File: config.mk
export PLATFORM = sky130hd
export DESIGN_NAME = freq_duty_meter
export DESIGN_NICKNAME = d
export VERILOG_FILES = /design/src/rtl/freq_duty_meter.sv
export SDC_FILE = /design/constraint.sdc
export NUM_CORES = 1
export LEC_CHECK = 0
export BUFFER_PORTS_ARGS = -buffer_cell sky130_fd_sc_hd__buf_2
export CORE_ASPECT_RATIO = 1.5
export CORE_MARGIN = 3
export CORE_UTILIZATION = 45
export CTS_CLUSTER_SIZE = 14
export DETAILED_ROUTE_END_ITERATION = 8
export GPL_TIMING_DRIVEN = 0
export PLACE_DENSITY = 0.72
export SETUP_SLACK_MARGIN = 0.15
export SYNTH_ARGS = -nofsm -noshare
export SYNTH_HDL_FRONTEND = slang
export SYNTH_SLANG_ARGS = --single-unit
File: constraint.sdc
create_clock -name clk -period 13 [get_ports clk]
set_input_delay 2.6 -clock clk [delete_from_list [all_inputs] [get_ports clk]]
set_output_delay 2.6 -clock clk [all_outputs]
set_load 0.05 [all_outputs]
File: src/rtl/freq_duty_meter.sv
// rtl/freq_duty_meter.sv - gated frequency and duty-cycle meter for an asynchronous input.
// Counts rising edges and high cycles per window, then derives duty percent by restoring division.
module freq_duty_meter #(
  parameter int unsigned CLK_FREQ    = 50000000,
  parameter int unsigned GATE_CYCLES = CLK_FREQ,
  parameter int unsigned FREQ_W      = 20
) (
  input  logic              clk,
  input  logic              rst_n,
  input  logic              signal_in,
  output logic [FREQ_W-1:0] freq,
  output logic [6:0]        duty_pct,
  output logic              freq_ovf,
  output logic              valid
);

  localparam logic [31:0]       LP_LAST     = 32'(GATE_CYCLES - 1);
  localparam logic [38:0]       LP_DIVISOR  = 39'(GATE_CYCLES);
  localparam logic [FREQ_W-1:0] LP_EDGE_MAX = '1;

  typedef enum logic [1:0] {S_IDLE, S_DIV, S_OUT} state_t;

  logic              r_sync1;
  logic              r_sig_s;
  logic              r_sig_d;
  logic [31:0]       r_gate;
  logic [31:0]       r_high_cnt;
  logic [FREQ_W-1:0] r_edge_cnt;
  logic              r_ovf;
  state_t            r_state;
  logic [2:0]        r_iter;
  logic [38:0]       r_rem;
  logic [6:0]        r_quot;
  logic [FREQ_W-1:0] r_freq_snap;
  logic              r_ovf_snap;

  logic              w_edge;
  logic              w_close;
  logic              w_edge_sat;
  logic [FREQ_W-1:0] w_edge_next;
  logic              w_ovf_next;
  logic [31:0]       w_high_next;
  logic [38:0]       w_dividend;
  logic [38:0]       w_trial;

  assign w_edge      = r_sig_s & ~r_sig_d;
  assign w_close     = (r_gate == LP_LAST);
  assign w_edge_sat  = (r_edge_cnt == LP_EDGE_MAX);
  assign w_edge_next = (w_edge && !w_edge_sat) ? r_edge_cnt + 1'b1 : r_edge_cnt;
  assign w_ovf_next  = r_ovf | (w_edge & w_edge_sat);
  assign w_high_next = r_high_cnt + {31'd0, r_sig_s};
  assign w_dividend  = 39'(w_high_next) * 39'd100;
  assign w_trial     = LP_DIVISOR << r_iter;

  // The "next" values fold in the closing cycle so an edge on the last cycle is not lost.
  always_ff @(posedge clk or negedge rst_n) begin
    if (!rst_n) begin
      r_sync1    <= 1'b0;
      r_sig_s    <= 1'b0;
      r_sig_d    <= 1'b0;
      r_gate     <= 32'd0;
      r_high_cnt <= 32'd0;
      r_edge_cnt <= '0;
      r_ovf      <= 1'b0;
    end else begin
      r_sync1 <= signal_in;
      r_sig_s <= r_sync1;
      r_sig_d <= r_sig_s;
      if (w_close) begin
        r_gate     <= 32'd0;
        r_high_cnt <= 32'd0;
        r_edge_cnt <= '0;
        r_ovf      <= 1'b0;
      end else begin
        r_gate     <= r_gate + 32'd1;
        r_high_cnt <= w_high_next;
        r_edge_cnt <= w_edge_next;
        r_ovf      <= w_ovf_next;
      end
    end
  end

  always_ff @(posedge clk or negedge rst_n) begin
    if (!rst_n) begin
      r_state     <= S_IDLE;
      r_iter      <= 3'd0;
      r_rem       <= 39'd0;
      r_quot      <= 7'd0;
      r_freq_snap <= '0;
      r_ovf_snap  <= 1'b0;
      freq        <= '0;
      duty_pct    <= 7'd0;
      freq_ovf    <= 1'b0;
      valid       <= 1'b0;
    end else begin
      valid <= 1'b0;
      case (r_state)
        S_IDLE: begin
          if (w_close) begin
            r_freq_snap <= w_edge_next;
            r_ovf_snap  <= w_ovf_next;
            r_rem       <= w_dividend;
            r_quot      <= 7'd0;
            r_iter      <= 3'd6;
            r_state     <= S_DIV;
          end
        end
        S_DIV: begin
          if (r_rem >= w_trial) begin
            r_rem          <= r_rem - w_trial;
            r_quot[r_iter] <= 1'b1;
          end
          if (r_iter == 3'd0) begin
            r_state <= S_OUT;
          end else begin
            r_iter <= r_iter - 3'd1;
          end
        end
        S_OUT: begin
          freq     <= r_freq_snap;
          freq_ovf <= r_ovf_snap;
          duty_pct <= (r_quot > 7'd100) ? 7'd100 : r_quot;
          valid    <= 1'b1;
          r_state  <= S_IDLE;
        end
        default: r_state <= S_IDLE;
      endcase
    end
  end

endmodule

==> metrics.yaml <==
area_delta_synth_final_pct: 9.69
viasPerCell: 5.35
drt_iter0_markers: 549
avgSynthCellArea_um2: 8.72
dp_hpwl_mm: 23.3
setup_violations: 0
async_reset_ff_share_pct: 100
drtPass1Iterations: 5
wl_per_cell_um: 15.3
worstSetupEndpointType: "flop"
die_area_um2: 31300
clock.fmax_mhz: 167
overflow: 0
clockRootBuffer: "clkbuf_16"
powerDensity_nw_per_um2: 114
min_period_ns: 5.97
core_area_um2: 28300
grt_start_max_net_pins: 108
num_vias: 10400
ant_nets: 0
synth-seq-cells: 187
critPathMaxStageDelay_ns: 0.50
finClkSkew_ns: 0.00945
hold_slack_ns: 0.341
clk-insertion-delay-late_ns: 0.46
io_buffers: 31
antenna_found_initial: 0
antennaDiodeCount: 0
synth_flop_cell: "dfrtp_1"
rr_worst_depth: 24
grt_pass1_wl_mm: 50.3
status: "complete, no violations"
synth-edff-count: 0
worstPathCellList: "and4_1, nand2_1, nor2_1, and3_1, nand2_1, nor2_1, and3_1, xnor2_1, inv_1, ha_1, ha_1, inv_1, fa_1, inv_1, ha_1, a21o_1, a21o_1, a21oi_1, o21ai_0, a31oi_4, o21ai_0, o41ai_1, xor2_1, o211ai_1"
synthCells: 1504
fp.dieH_um: 215
ir_drop_uv: 88.7
cts_hold_buf: 0
timing.final.max_slew_violations: 0
drc: 0
crit_fanout: 6
maxCapViolations: 0
path_class: "flop to flop"
grt_pass1_vias: 10500
hold_start: "r_sync1$_DFF_PN0_"
place_congestion: 0.943
fin_tns_setup_ns: 0
worst_pin_slew_ns: 0.908
drt-total-wl_mm: 29.9
crit_arrival_ns: 6.30
h-tree-depth: 4
holdPathEnd: "r_sig_s$_DFF_PN0_"
clock_path_buffers: 2
clock-sinks: 187
clk_pin_slew_ns: 0.07
worstReg2RegEnd: "r_rem[36]$_DFFE_PN0P_"
hold_path.class: "flop to flop"
dieWidth_um: 145
slowest_stage: "fa_1"
slew_headroom_pct: 37.9
cts_tree: "yes"
holdPathStages: 0
crit_required_ns: 13.33
cts_resized: 0
synth-seq-area-share_pct: 35.7
syn_nets: 1670
ys_warn_count: 0
syn_area_um2: 13100
grt_setup_unrepaired: "no"
drive_gt1_share_pct: 6.06
ys_types: 71
reg2reg_from: "r_high_cnt[1]$_DFF_PN0_"
r2r_slack_ns: 7.03
final.period_utilization_pct: 45.9
p_leak_nw: 7.78
initial_core_util_pct: 46.3
final_nets: 1721
cts-buffers-inserted: 17
gr-usage-all-layers_pct: 19.5
startpoint_type: "flop"
ioPinCount: 32
hold_viol_final: 0
post-cts-setup-buffers: 0
rows: 75
layout make-up:
cell class | instances | area, um^2
plain buffers | 44 | 181
clock buffers | 19 | 453
clock inverters | 13 | 144
fillers | 2656 | 14000
inverters | 185 | 694
multi-input cells | 1088 | 7560
flip-flops and latches | 187 | 4680
well taps | 385 | 482
repair buffers | 32 | 193
power breakdown:
part | total (mW) | internal [mW] | switching, mW | leakage, nW
Sequential | 0.619 | 0.600 | 0.0191 | 2.57
Combinational | 0.489 | 0.205 | 0.284 | 4.91
Clock | 0.533 | 0.283 | 0.250 | 0.292
how the worst max path moves through the flow:
| stage | from | to | slack, ns | depth (start not counted) |
|---|---|---|---|---|
| final | r_high_cnt[1]$_DFF_PN0_ | r_rem[36]$_DFFE_PN0P_ | 7.03 | 24 |
| after global routing | r_sig_s$_DFF_PN0_ | r_rem[36]$_DFFE_PN0P_ | 6.47 | 24 |
| after CTS | r_sig_s$_DFF_PN0_ | r_rem[36]$_DFFE_PN0P_ | 6.99 | 24 |
| after detailed placement | r_sig_s$_DFF_PN0_ | r_rem[36]$_DFFE_PN0P_ | 7.03 | 24 |
| after global placement | rst_n | freq[13]$_DFFE_PN0P_ | 6.28 | 1 |
| after floorplan | r_high_cnt[1]$_DFF_PN0_ | r_rem[38]$_DFFE_PN0P_ | 8.08 | 24 |
per-stage QoR:
step           cell area, um^2  setup slack, ns  std cells  util, %  power (mW)
2_1_floorplan            13100             8.08       1504        -        1.00
3_3_place_gp             13800             6.28       1920     48.5        1.10
3_5_place_dp             13800             7.03       1921     48.7        1.12
4_1_cts                  14400             6.99       1953     50.8        1.66
5_1_grt                  14400             6.47       1953     50.8        1.76
6_report                 14400             7.03       1953     50.8        1.64
Yosys cell counts, types with 14 or more instances:
cell type,n,area (um^2)
nand2_1,198,743
dfrtp_1,187,4680
a21oi_1,78,390
nand4_1,31,194
o21ai_0,63,315
fa_1,26,521
and3_1,17,106
nand3_1,35,175
a21o_1,30,225
nor3_1,14,70.1
inv_1,183,687
xnor2_1,75,657
a31oi_1,21,131
xor2_1,54,473
ha_1,137,1710
clkbuf_1,30,113
nor2_1,153,574
flip-flops by register name (all words and copies together), names as in the netlist, 3 cells and up:
name	cells
r_rem	37
r_freq_snap	20
duty_pct	7
r_gate	32
freq	20
r_edge_cnt	20
r_quot	7
r_iter	3
r_high_cnt	32
cells by family after synthesis:
kind of cell,after synthesis,share of synthesized area (%)
compound gates,277,13.8
xor+xnor,129,8.61
fa+ha+maj,163,17.0
buf+inv,229,6.68
flops,187,35.7
mux,4,0.315
simple gates,515,17.9
critical path: cells and delay by family (launching register included):
family / cells / cell delay [ns]
adder cells (fa/ha/maj): 4 / 1.46
XOR/XNOR: 2 / 0.49
AND/OR/NAND/NOR: 7 / 1.55
AO/OA/AOI/OAI: 8 / 1.73
buffers and inverters: 3 / 0.18
flip-flops: 1 / 0.43
per-layer routing:
layer	part of all wire, %	vias to the layer above	global-route usage (%)
li1	-	5167	-
met1	41	5006	22.0
met2	53	205	36.3
met3	2.7	61	2.65
met4	3.3	0	8.78
met5	0	-	0
placed cells by master (no fill, tap or decap), types with 9 or more instances in the layout:
cell       instances
inv_1            183
nor2b_1           10
a31oi_1           21
xor2_1            54
nor2_1           153
nand4_1           31
ha_1             137
o21ai_0           63
nor3_1            14
a21o_1            30
fa_1              26
nand2b_1          11
and2_1             9
and3_1            17
nand2_1          198
a21oi_1           78
dfrtp_1          187
nand3_1           35
buf_2             43
xnor2_1           75
clkbuf_16         17
clkbuf_1          30
(Power assumes the default switching activity.)
